File: src/rtl/updi_pkg.sv
// updi_pkg: definitions shared by the UPDI link blocks.
//   tx_state_t           - transmitter FSM states
//   UPDI_SYNC            - UPDI synchronisation character
//   UPDI_BREAK_BITS_DFLT - default BREAK length in bit times
//   max_int()            - maximum of two ints, used to size counters
package updi_pkg;

  typedef enum logic [2:0] {
    ST_IDLE  = 3'd0,
    ST_START = 3'd1,
    ST_DATA  = 3'd2,
    ST_PAR   = 3'd3,
    ST_STOP  = 3'd4,
    ST_BREAK = 3'd5
  } tx_state_t;

  localparam logic [7:0] UPDI_SYNC            = 8'h55;
  localparam int         UPDI_BREAK_BITS_DFLT = 24;

  function automatic int max_int(input int a, input int b);
    return (a > b) ? a : b;
  endfunction

endpackage

File: src/rtl/parity.sv
// parity: combinational parity generator.
//   i_data   [BITS] - word to protect
//   o_parity [1]    - parity bit; "even" makes the total count of ones even,
//                     "odd" makes it odd, "none" drives 0
module parity #(
  parameter int    BITS   = 8,
  parameter string PARITY = "even"
) (
  input  logic [BITS-1:0] i_data,
  output logic            o_parity
);

  localparam bit IS_ODD  = (PARITY == "odd");
  localparam bit IS_EVEN = (PARITY == "even");

  // Parity selection by mode
  always_comb begin
    o_parity = 1'b0;
    if (IS_ODD) begin
      o_parity = ~(^i_data);
    end else if (IS_EVEN) begin
      o_parity = ^i_data;
    end else begin
      o_parity = 1'b0;
    end
  end

endmodule

File: src/rtl/updi_uart_tx.sv
// updi_uart_tx: UPDI single-wire serial transmitter.
// Frame: start(0), DATA_BITS data LSB first, optional parity, STOP_BITS stop(1).
// Also emits a BREAK (line low for BREAK_BITS bit times).
//   clk     in   clock
//   rst_n   in   asynchronous active-low reset
//   data    in   byte to send
//   valid   in   data is valid
//   ready   out  byte can be accepted (combinational)
//   brk_req in   request a BREAK (wins over valid)
//   tx      out  serial line, idle high
//   tx_oe   out  pad output enable
//   busy    out  frame or BREAK in progress
//   done    out  one-cycle pulse on completion
module updi_uart_tx
  import updi_pkg::*;
#(
  parameter int    CLK_DIV    = 16,
  parameter int    DATA_BITS  = 8,
  parameter string PARITY     = "even",
  parameter int    STOP_BITS  = 2,
  parameter int    BREAK_BITS = UPDI_BREAK_BITS_DFLT
) (
  input  logic                 clk,
  input  logic                 rst_n,
  input  logic [DATA_BITS-1:0] data,
  input  logic                 valid,
  output logic                 ready,
  input  logic                 brk_req,
  output logic                 tx,
  output logic                 tx_oe,
  output logic                 busy,
  output logic                 done
);

  localparam int BAUD_W   = (CLK_DIV > 1) ? $clog2(CLK_DIV) : 1;
  localparam int MAX_BITS = max_int(max_int(DATA_BITS, STOP_BITS), BREAK_BITS);
  localparam int BIT_W    = $clog2(MAX_BITS + 1);
  localparam bit HAS_PAR  = (PARITY != "none");

  localparam logic [BAUD_W-1:0] BAUD_LAST  = BAUD_W'(CLK_DIV - 1);
  localparam logic [BIT_W-1:0]  DATA_LAST  = BIT_W'(DATA_BITS - 1);
  localparam logic [BIT_W-1:0]  STOP_LAST  = BIT_W'(STOP_BITS - 1);
  localparam logic [BIT_W-1:0]  BREAK_LAST = BIT_W'(BREAK_BITS - 1);

  tx_state_t             r_state;
  logic [BAUD_W-1:0]     r_baud;
  logic [BIT_W-1:0]      r_bit;
  logic [DATA_BITS-1:0]  r_shift;
  logic [DATA_BITS-1:0]  r_byte;
  logic                  r_tx;
  logic                  r_tx_oe;
  logic                  r_busy;
  logic                  r_done;

  tx_state_t             w_state_nxt;
  logic [BAUD_W-1:0]     w_baud_nxt;
  logic [BIT_W-1:0]      w_bit_nxt;
  logic [DATA_BITS-1:0]  w_shift_nxt;
  logic [DATA_BITS-1:0]  w_byte_nxt;
  logic                  w_tx_nxt;
  logic                  w_done_nxt;
  logic                  w_bit_tick;
  logic                  w_par;

  // r_byte is a separate copy because r_shift is consumed while sending,
  // and the parity bit must reflect the whole latched byte.
  parity #(
    .BITS   (DATA_BITS),
    .PARITY (PARITY)
  ) u_parity (
    .i_data   (r_byte),
    .o_parity (w_par)
  );

  assign ready      = (r_state == ST_IDLE) && !brk_req;
  assign w_bit_tick = (r_baud == BAUD_LAST);
  assign tx         = r_tx;
  assign tx_oe      = r_tx_oe;
  assign busy       = r_busy;
  assign done       = r_done;

  // Next-state, counter and datapath logic
  always_comb begin
    w_state_nxt = r_state;
    w_baud_nxt  = w_bit_tick ? {BAUD_W{1'b0}} : (r_baud + BAUD_W'(1));
    w_bit_nxt   = r_bit;
    w_shift_nxt = r_shift;
    w_byte_nxt  = r_byte;
    case (r_state)
      ST_IDLE: begin
        w_baud_nxt = {BAUD_W{1'b0}};
        w_bit_nxt  = {BIT_W{1'b0}};
        if (brk_req) begin
          w_state_nxt = ST_BREAK;
        end else if (valid) begin
          w_shift_nxt = data;
          w_byte_nxt  = data;
          w_state_nxt = ST_START;
        end else begin
          w_state_nxt = ST_IDLE;
        end
      end
      ST_START: begin
        if (w_bit_tick) begin
          w_state_nxt = ST_DATA;
        end else begin
          w_state_nxt = ST_START;
        end
      end
      ST_DATA: begin
        if (w_bit_tick) begin
          w_shift_nxt = r_shift >> 1;
          if (r_bit == DATA_LAST) begin
            w_bit_nxt   = {BIT_W{1'b0}};
            w_state_nxt = HAS_PAR ? ST_PAR : ST_STOP;
          end else begin
            w_bit_nxt = r_bit + BIT_W'(1);
          end
        end else begin
          w_state_nxt = ST_DATA;
        end
      end
      ST_PAR: begin
        if (w_bit_tick) begin
          w_state_nxt = ST_STOP;
        end else begin
          w_state_nxt = ST_PAR;
        end
      end
      ST_STOP: begin
        if (w_bit_tick) begin
          if (r_bit == STOP_LAST) begin
            w_bit_nxt   = {BIT_W{1'b0}};
            w_state_nxt = ST_IDLE;
          end else begin
            w_bit_nxt = r_bit + BIT_W'(1);
          end
        end else begin
          w_state_nxt = ST_STOP;
        end
      end
      ST_BREAK: begin
        if (w_bit_tick) begin
          if (r_bit == BREAK_LAST) begin
            w_bit_nxt   = {BIT_W{1'b0}};
            w_state_nxt = ST_IDLE;
          end else begin
            w_bit_nxt = r_bit + BIT_W'(1);
          end
        end else begin
          w_state_nxt = ST_BREAK;
        end
      end
      default: begin
        w_state_nxt = ST_IDLE;
        w_baud_nxt  = {BAUD_W{1'b0}};
        w_bit_nxt   = {BIT_W{1'b0}};
      end
    endcase
  end

  // Line level is decoded from the next state so the registered tx lines up
  // with the state register (tx falls the cycle after acceptance).
  always_comb begin
    w_tx_nxt = 1'b1;
    case (w_state_nxt)
      ST_IDLE:  w_tx_nxt = 1'b1;
      ST_START: w_tx_nxt = 1'b0;
      ST_DATA:  w_tx_nxt = w_shift_nxt[0];
      ST_PAR:   w_tx_nxt = w_par;
      ST_STOP:  w_tx_nxt = 1'b1;
      ST_BREAK: w_tx_nxt = 1'b0;
      default:  w_tx_nxt = 1'b1;
    endcase
  end

  assign w_done_nxt = (r_state != ST_IDLE) && (w_state_nxt == ST_IDLE);

  // State, counters and registered outputs
  always_ff @(posedge clk or negedge rst_n) begin
    if (!rst_n) begin
      r_state <= ST_IDLE;
      r_baud  <= {BAUD_W{1'b0}};
      r_bit   <= {BIT_W{1'b0}};
      r_shift <= {DATA_BITS{1'b0}};
      r_byte  <= {DATA_BITS{1'b0}};
      r_tx    <= 1'b1;
      r_tx_oe <= 1'b0;
      r_busy  <= 1'b0;
      r_done  <= 1'b0;
    end else begin
      r_state <= w_state_nxt;
      r_baud  <= w_baud_nxt;
      r_bit   <= w_bit_nxt;
      r_shift <= w_shift_nxt;
      r_byte  <= w_byte_nxt;
      r_tx    <= w_tx_nxt;
      r_tx_oe <= (w_state_nxt != ST_IDLE);
      r_busy  <= (w_state_nxt != ST_IDLE);
      r_done  <= w_done_nxt;
    end
  end

endmodule

File: config.mk
export PLATFORM = sky130hd
export DESIGN_NAME = updi_uart_tx
export DESIGN_NICKNAME = d
export VERILOG_FILES = /design/src/rtl/updi_pkg.sv /design/src/rtl/parity.sv /design/src/rtl/updi_uart_tx.sv
export SDC_FILE = /design/constraint.sdc
export NUM_CORES = 1
export LEC_CHECK = 0
export BUFFER_PORTS_ARGS = -buffer_cell sky130_fd_sc_hd__buf_2
export CELL_PAD_IN_SITES_DETAIL_PLACEMENT = 1
export CELL_PAD_IN_SITES_GLOBAL_PLACEMENT = 2
export CORE_UTILIZATION = 40
export CTS_CLUSTER_DIAMETER = 40
export DETAILED_ROUTE_END_ITERATION = 10
export PLACE_DENSITY_LB_ADDON = 0.1
export SLEW_MARGIN = 20
export SYNTH_ARGS = -nofsm -noshare
export SYNTH_HDL_FRONTEND = slang
export SYNTH_SLANG_ARGS = --single-unit
File: constraint.sdc
create_clock -name clk -period 3.8 [get_ports clk]
set_input_delay 0.76 -clock clk [delete_from_list [all_inputs] [get_ports clk]]
set_output_delay 0.76 -clock clk [all_outputs]
set_load 0.05 [all_outputs]
==> results of run 1 <==
[worst min-delay path by stage]
stage	from	end	depth (start not counted)	slack (ps)
global route	r_baud[0]	r_baud[0]	1	500
detailed placement	r_baud[0]	r_baud[0]	1	470
global placement	r_shift[1]	r_shift[1]	2	470
CTS	r_baud[0]	r_baud[0]	1	480
floorplan	r_baud[0]	r_baud[0]	1	440
finish	r_baud[0]	r_baud[0]	1	480
[cells by family after synthesis]
family / count (synthesis) / synth area share (%)
flip-flops: 31 / 49.21
XOR/XNOR: 10 / 5.547
AO/OA/AOI/OAI: 29 / 14.66
buffers and inverters: 14 / 4.200
adder cells (fa/ha/maj): 3 / 2.377
AND/OR/NAND/NOR: 48 / 18.31
multiplexers: 8 / 5.705
[power by group]
group	switching [mW]	internal [mW]	leakage (nW)
registers	0.00417	0.337	0.391
logic	0.0163	0.0151	0.376
clock network	0.119	0.128	0.0412
[cell usage after synthesis, types with 2 or more instances]
library cell  count
a22o_1            2
a222oi_1          6
xor2_1            3
a221o_1           2
dfrtp_1          30
mux2_2            8
nor3b_1           3
ha_1              3
nand2_1          10
and3_1            3
o22ai_1           2
buf_2             2
a21oi_1           4
nor2_1            6
nor3_1            5
xnor2_1           7
nand3_1           4
clkbuf_1          2
nand2b_1          3
inv_1             8
nand4_1           2
o21ai_0           7
[registers in the layout, indices dropped and copies added (netlist names)]
name     flops
r_shift      8
r_bit        5
r_baud       4
busy         1
tx           1
done         1
r_state      3
r_byte       8
[metrics by stage]
step,setup WS [ps],instance area (um^2),std cells,hold WS [ps],total power [mW]
floorplan,1506,1579,143,440.9,0.3614
global placement,1598,1683,201,466.1,0.3777
detailed placement,1457,1683,201,469.6,0.3793
CTS,1336,1768,209,477.7,0.6285
global route,1251,1768,209,498.2,0.6470
finish,1355,1768,209,478.0,0.6188
[layer usage]
layer  vias up  wire [um]  track usage, %  share of wire (%)
li1        554          -               -                  -
met1       582       1483           23.34                 44
met2        22       1699           31.64                 51
met3         6        130           5.634                3.9
met4         0         51           7.778                1.5
met5         -          0               0                  0
[area by class of cell]
cell class                 instances  area share (%)
clock buffer                       6           4.105
clock inverter                     2          0.7077
inverter                           8           1.699
multi-input combinational         98           41.61
sequential                        31           43.95
tap                               48           3.397
timing repair buffer              16           4.529
[critical path: stages (launching register included)]
cell and delay (ps):
dfrtp_1 530, or3_1 490, nor2_1 120, buf_2 270
==> run metrics, run 1 <==
Clock Latency Late Sink 280 ps; HP Class reg2reg; CORE AREA ~0.0037 mm^2; largest net degree at the start of global routing 32; worst-margin pin slew 752.5 ps; top post-synthesis cells by area dfrtp_1, mux2_2, xnor2_1, a222oi_1, ha_1; clk_skew between 6 and 7 ps; Post-synth ARST share 100.0%; share of post-route cells with drive strength above 1 a little under a quarter; post-DR wirelength/cell approximately 16 um; P_leak 0.8085 nW; worst reg2reg path depth 5; Area Growth Syn to Fin 11.97%; Clock Sinks 31; DR vias/cell between 5 and 6; IO Pins 17; fillcell total between 400 and 500; number of synthesized flops with an enable pin 0; area leader, netlist dfrtp_1; critical path endpoint category primary output; Avg Inst Size Synth 11.04 um^2; area occupied by multi-input gates 735.7 um^2; unique cell type count in the Yosys netlist between 40 and 50; Power Density approximately 350 mW/mm^2; number of nets still failing antenna checks after routing 0; cts hold-fix bufs 0; Initial Utilization between 40 and 50%; cells after synthesis roughly 140; Worst Setup EP ready; clock slew at reported path FFs roughly 70 ps; CTS Buffer Depth 2; CP startpoint r_state[2]; post-synthesis sequential area ratio about 49%; Hold Fails Final Rpt 0; Reg-to-Reg Start r_state[2]; fin crit period approximately 2400 ps; H-tree levels 2; FF-to-FF End tx; setup_tns 0 ps; DRT Wirelength between 3 and 4 mm; Slew Limit Fails 0; fin crit share between 60 and 70%; Antenna Cells 0; NumNets Final ~180; Synth top area share approximately 48%; Arr. time, crit path about 1700 ps; FMAX 0.4090 GHz; TritonCTS Buffers 5; most common cell after layout, fill and taps aside dfrtp_1; commonest cells after routing, fill and taps aside dfrtp_1, buf_2, nand2_1; CTS tree done; Crit Path Max Fanout 13; DP Wirelength between 2 and 2.5 mm; DR vias 1,164; vias in the first global route approximately 1,200; run status completed; synthesis-stage register bit count 31; VDD IR-drop max 283.5 uV; RSZ-0062 raised after global routing no; DRC errors left 0; Overflow after GRT 0; maximum capacitance violations 0; Startpoint Class flop; final setup vio count 0; global-route wire length before repair ~5.9 mm; Main synth FF type dfrtp_1; DIE AREA ~0.0042 mm^2; slew margin rel. between 40% and 50%; fin util between 40% and 50%; Post-CTS Setup Repair Bufs 0; synthesized area roughly 0.0016 mm^2; global-route usage over all layers 19.22%; post_cts resized 0; R2R Setup Slk ~1500 ps; First-pass DRT Iterations 4; routability cong. between 0.7 and 0.8; FF+latch area 777.0 um^2; row count 22; Chip Width between 60 and 70 um; DRT iter0 DRCs 102; clock root cell clkbuf_8; crit path kind reg2out; die extent in y about 65 um; Yosys warning count 0; antenna violations before repair 0; syn nets roughly 160; required time of the critical path about 3000 ps; Port Buf Inserts 16
Note: power is estimated with default switching activity, not from simulation.
==> run 2, diff against run 1 <==
--- a/config.mk
+++ b/config.mk
@@ -8,7 +8,7 @@
 export BUFFER_PORTS_ARGS = -buffer_cell sky130_fd_sc_hd__buf_2
 export CELL_PAD_IN_SITES_DETAIL_PLACEMENT = 1
 export CELL_PAD_IN_SITES_GLOBAL_PLACEMENT = 2
-export CORE_UTILIZATION = 40
+export CORE_UTILIZATION = 38
 export CTS_CLUSTER_DIAMETER = 40
 export DETAILED_ROUTE_END_ITERATION = 10
 export PLACE_DENSITY_LB_ADDON = 0.1
==> constraint.sdc (replaced) <==
create_clock -name clk -period 2.5 [get_ports clk]
set_input_delay 0.5 -clock clk [delete_from_list [all_inputs] [get_ports clk]]
set_output_delay 0.5 -clock clk [all_outputs]
set_load 0.05 [all_outputs]
==> run metrics, run 2 (synthesis results as in run 1) <==
run status completed; most common cell after layout, fill and taps aside dfrtp_1; NetSw 0.2118 mW (+52%); sequential share of power 55.1% (about the same); Overflow after GRT 0 (unchanged); Clock Latency Late Sink 280 ps (about the same); setup_tns 0 ps (unchanged); worst-margin pin slew 698.4 ps (-54.13 ps); clock network power share 39.7% (about the same); Port Buf Inserts 16 (unchanged); slowest stage delay, CP 540 ps (about the same); global-route usage over all layers 18.57% (-0.65 points); clock slew at reported path FFs 60 ps (about the same); clock root cell clkbuf_8; area occupied by multi-input gates 735.7 um^2 (unchanged); post_cts resized 0 (unchanged); First-pass DRT Iterations 4 (unchanged); critical-path cell list or3_1, nor2_1, buf_2; final setup vio count 0 (unchanged); biggest regs r_byte x8, r_shift x8, r_bit x5; CTS tree done; global-route wire length before repair 5.892 mm (-0.81%); crit path kind reg2out; Post-CTS Setup Repair Bufs 0 (unchanged); DIE AREA 0.004417 mm^2 (+5.1%); required time of the critical path 2000 ps (-1040 ps); antenna violations before repair 0 (unchanged); Antenna Cells 0 (unchanged); number of nets still failing antenna checks after routing 0 (unchanged); fin util 44.64% (-2.9 points); VDD IR-drop max 325.6 uV (+15%); critical path endpoint category primary output; die extent in y 66.46 um (+2.5%); maximum capacitance violations 0 (unchanged); DR vias/cell 5.362 (-3.7%); HP Class in2async; cts hold-fix bufs 0 (unchanged); combinational power share 5.3% (+0.2 points); clk_skew 4.603 ps (-1.620 ps); row count 23 (+4.5%); Arr. time, crit path 1730 ps (+40 ps); fin crit period around 2200 ps; DRC errors left 0 (unchanged); post-DR wirelength/cell 16.22 um (+0.78%); share of post-route cells with drive strength above 1 24.54% (+0.94 points); Slew Limit Fails 0 (unchanged); Clock Sinks 31 (unchanged); DRT iter0 DRCs 57 (-44%); Hold Fails Final Rpt 0 (unchanged); IO Pins 17 (unchanged); Int Pwr 0.7287 mW (+52%); P_leak 0.8181 nW (+1.2%); Crit Path Max Fanout 13 (unchanged); CTS Buffer Depth 2 (unchanged); DR vias 1,142 (-1.9%); fin crit share between 80% and 90%; Startpoint Class flop; vias in the first global route 1,213 (-2.4%); slowest CP cell dfrtp_1; CORE AREA 0.004000 mm^2 (+7.6%); RSZ-0062 raised after global routing no; FF+latch area 777.0 um^2 (unchanged); TritonCTS Buffers 5 (unchanged); Initial Utilization 39.47% (-3.0 points); largest net degree at the start of global routing 32 (unchanged); Switching Fraction 22.52% (about the same); fillcell total 447 (+7.7%); Area Growth Syn to Fin 13.07%; slew margin rel. 53.44% (+3.7 points); H-tree levels 2 (unchanged); commonest cells after routing, fill and taps aside dfrtp_1, buf_2, nand2_1; DP Wirelength 2.584 mm (+4.9%); Power Density 526.7 mW/mm^2 (+50%); FMAX ~0.45 GHz; Tot Pwr 0.9405 mW (+52%); routability cong. 0.7653 (-1.8%); Chip Width 66.46 um (+2.5%); NumNets Final 177 (+1.1%); DRT Wirelength 3.455 mm (+2.7%)
run 2: cell types whose count changed in the layout (fill, tap and decap cells not counted), sizes merged:
cell / previous run / this run
buf: 16 / 18
run 2: path summary, 6_finish.rpt:
path | start | to | slack, ps | cells after the start
setup / recovery | r_state[2] | ready | 270 | 3
hold / removal | rst_n | busy | 260 | 1
setup reg to reg | r_baud[0] | tx | 460 | 6
hold reg to reg | r_baud[0] | r_baud[0] | 480 | 1
max in group asynchronous | rst_n | r_shift[1] | 1790 | 1
min in group clk | data[3] | r_shift[3] | 470 | 3
run 2: per-stage QoR:
step	cells	hold slack, ps	setup slack, ps	instance area [um^2]
final	213	260.0	271.0	1785
after CTS	213	276.5	255.5	1785
after global routing	213	311.2	195.0	1785
after floorplan	143	204.4	465.8	1579
after detailed placement	205	477.2	459.9	1700
after global placement	205	453.4	537.4	1700
run 2: power by group through the flow:
stage               clock network, mW  logic (mW)  registers, mW
detailed placement                  0      0.0509          0.527
CTS                             0.389      0.0510          0.518
global placement                    0      0.0487          0.526
floorplan                           0      0.0240          0.525
finish                          0.373      0.0494          0.518
global route                    0.410      0.0559          0.518
run 2: final cells by class:
| class | instances | share of cell area, % |
|---|---|---|
| Multi-Input combinational cell | 98 | 41.21 |
| Clock inverter | 2 | 0.7008 |
| Clock buffer | 6 | 4.064 |
| Timing Repair Buffer | 18 | 5.326 |
| Inverter | 8 | 1.682 |
| Sequential cell | 31 | 43.52 |
| Tap cell | 50 | 3.504 |
run 2: critical path, delay by kind of cell, from the launching register on:
family / cells / cell delay (ps)
buffers and inverters: 1 / 270
flip-flops: 1 / 540
AND/OR/NAND/NOR: 2 / 630
run 2: layer usage:
| metal | track usage [%] | vias to the layer above | share of wire (%) |
|---|---|---|---|
| li1 | - | 557 | - |
| met1 | 23.24 | 566 | 46 |
| met2 | 30.23 | 13 | 50 |
| met3 | 5.137 | 6 | 2.5 |
| met4 | 7.181 | 0 | 1.3 |
| met5 | 0 | - | 0 |
==> run 3, diff against run 2 <==
--- a/config.mk
+++ b/config.mk
@@ -12,6 +12,7 @@
 export CTS_CLUSTER_DIAMETER = 40
 export DETAILED_ROUTE_END_ITERATION = 10
 export PLACE_DENSITY_LB_ADDON = 0.1
+export RECOVER_POWER = 25
 export SLEW_MARGIN = 20
 export SYNTH_ARGS = -nofsm -noshare
 export SYNTH_HDL_FRONTEND = slang
==> run metrics, run 3 (synthesis results as in run 1) <==
area occupied by multi-input gates 735.7 um^2 (unchanged); Antenna Cells 0 (unchanged); fin util 44.60% (about the same); hold path depth 3; worst reg2reg path depth 6 (unchanged); DRT Wirelength 3.450 mm (-0.14%); final setup vio count 0 (unchanged); clock root cell clkbuf_8; Crit Path Max Fanout 13 (unchanged); min setup slack post-route 271.2 ps (+0.2640 ps); critical-path cell list or3_1, nor2_1, buf_2; antenna violations before repair 0 (unchanged); required time of the critical path 2000 ps (about the same); P_leak 0.8153 nW (-0.34%); maximum capacitance violations 1 (+1); global-route wire length before repair 5.892 mm (unchanged); clock slew at reported path FFs 60 ps (about the same); CTS Buffer Depth 2 (unchanged); setup_tns 0 ps (unchanged); FF+latch area 777.0 um^2 (unchanged); most common cell after layout, fill and taps aside dfrtp_1; fillcell total 447 (unchanged); Tot Pwr 0.9400 mW (about the same); HP Class in2reg; Clock Latency Late Sink 280 ps (about the same); DRT iter0 DRCs 57 (unchanged); Initial Utilization 39.47% (unchanged); Arr. time, crit path 1730 ps (about the same); Final Instance Area 0.001784 mm^2 (about the same); routability cong. 0.7653 (unchanged); commonest cells after routing, fill and taps aside dfrtp_1, buf_2, nand2_1; slew margin rel. -10.90% (-64 points); TritonCTS Buffers 5 (unchanged); First-pass DRT Iterations 5 (+1); Reg-to-Reg Start r_baud[0]; CTS tree done; CORE AREA 0.004000 mm^2 (unchanged); RSZ-0062 raised after global routing no; row count 23 (unchanged); Overflow after GRT 0 (unchanged); R2R Setup Slk 470 ps (about the same); slowest CP cell dfrtp_1; global-route usage over all layers 18.57% (unchanged); slowest stage delay, CP 540 ps (about the same); Hold Slack 470.5 ps (+210.5 ps); IO Pins 17 (unchanged); FF-to-FF End tx; hold endpoint r_shift[3]; Port Buf Inserts 16 (unchanged); biggest regs r_byte x8, r_shift x8, r_bit x5; post_cts resized 0 (unchanged); crit path kind reg2out; DR vias/cell 5.371 (+0.18%); post-DR wirelength/cell 16.20 um (-0.14%); DR vias 1,144 (+0.18%); final non-filler cell total 213 (unchanged); worst-margin pin slew 1663 ps (+965.1 ps); placed instance area 0.001700 mm^2 (unchanged); number of nets still failing antenna checks after routing 0 (unchanged); FMAX 0.4487 GHz (about the same); H-tree levels 2 (unchanged); Clock Sinks 31 (unchanged); critical path endpoint category primary output; Slew Limit Fails 32 (+32); DP Wirelength 2.584 mm (unchanged); placed cell count 205 (unchanged); share of post-route cells with drive strength above 1 23.93% (-0.61 points); DIE AREA 0.004417 mm^2 (unchanged); cts hold-fix bufs 0 (unchanged); NumNets Final 177 (unchanged); Chip Width 66.46 um (unchanged); fin crit period 2229 ps (-0.2640 ps); fin crit share 89.15% (about the same); die extent in y 66.46 um (unchanged); run status finished with violations; hold wc startpoint data[3]; failing checks capacitance limit, slew limit; largest net degree at the start of global routing 32 (unchanged); DP Worst Slack 459.9 ps (unchanged); clk_skew 4.603 ps (-0.00005000 ps); Power Density 526.8 mW/mm^2 (about the same); Startpoint Class flop; Post-CTS Setup Repair Bufs 0 (unchanged); Hold Fails Final Rpt 0 (unchanged); VDD IR-drop max 325.6 uV (about the same); DRC errors left 0 (unchanged); Area Growth Syn to Fin 13.00% (about the same); vias in the first global route 1,213 (unchanged)
==> run 3: worst max path at each step <==
stage	start	to
after floorplan	r_state[0]	ready
after global routing	r_state[2]	ready
after global placement	r_state[2]	tx
final	r_state[2]	ready
after CTS	r_state[2]	ready
after detailed placement	r_state[2]	tx
==> run 3: cell type report <==
cell class | count | area share (%)
Sequential cell | 31 | 43.55
Multi-Input combinational cell | 98 | 41.23
Timing Repair Buffer | 18 | 5.259
Clock buffer | 6 | 4.067
Tap cell | 50 | 3.506
Inverter | 8 | 1.683
Clock inverter | 2 | 0.7013
==> run 3: where the power goes <==
part | leakage [nW] | internal [mW] | switching [mW]
Clock | 0.0412 | 0.194 | 0.179
Sequential | 0.391 | 0.512 | 0.00608
Combinational | 0.383 | 0.0227 | 0.0264
==> run 3: worst max-delay path, delay by kind of cell, from the launching register on <==
kind / cells / cell delay, ps
buffers and inverters: 1 / 270
flip-flops: 1 / 540
AND/OR/NAND/NOR: 2 / 630
==> run 3: per-layer routing <==
| metal | global-route usage [%] | vias to the layer above | routed length (um) |
|---|---|---|---|
| li1 | - | 557 | - |
| met1 | 23.24 | 568 | 1579 |
| met2 | 30.23 | 13 | 1742 |
| met3 | 5.137 | 6 | 83 |
| met4 | 7.181 | 0 | 45 |
| met5 | 0 | - | 0 |
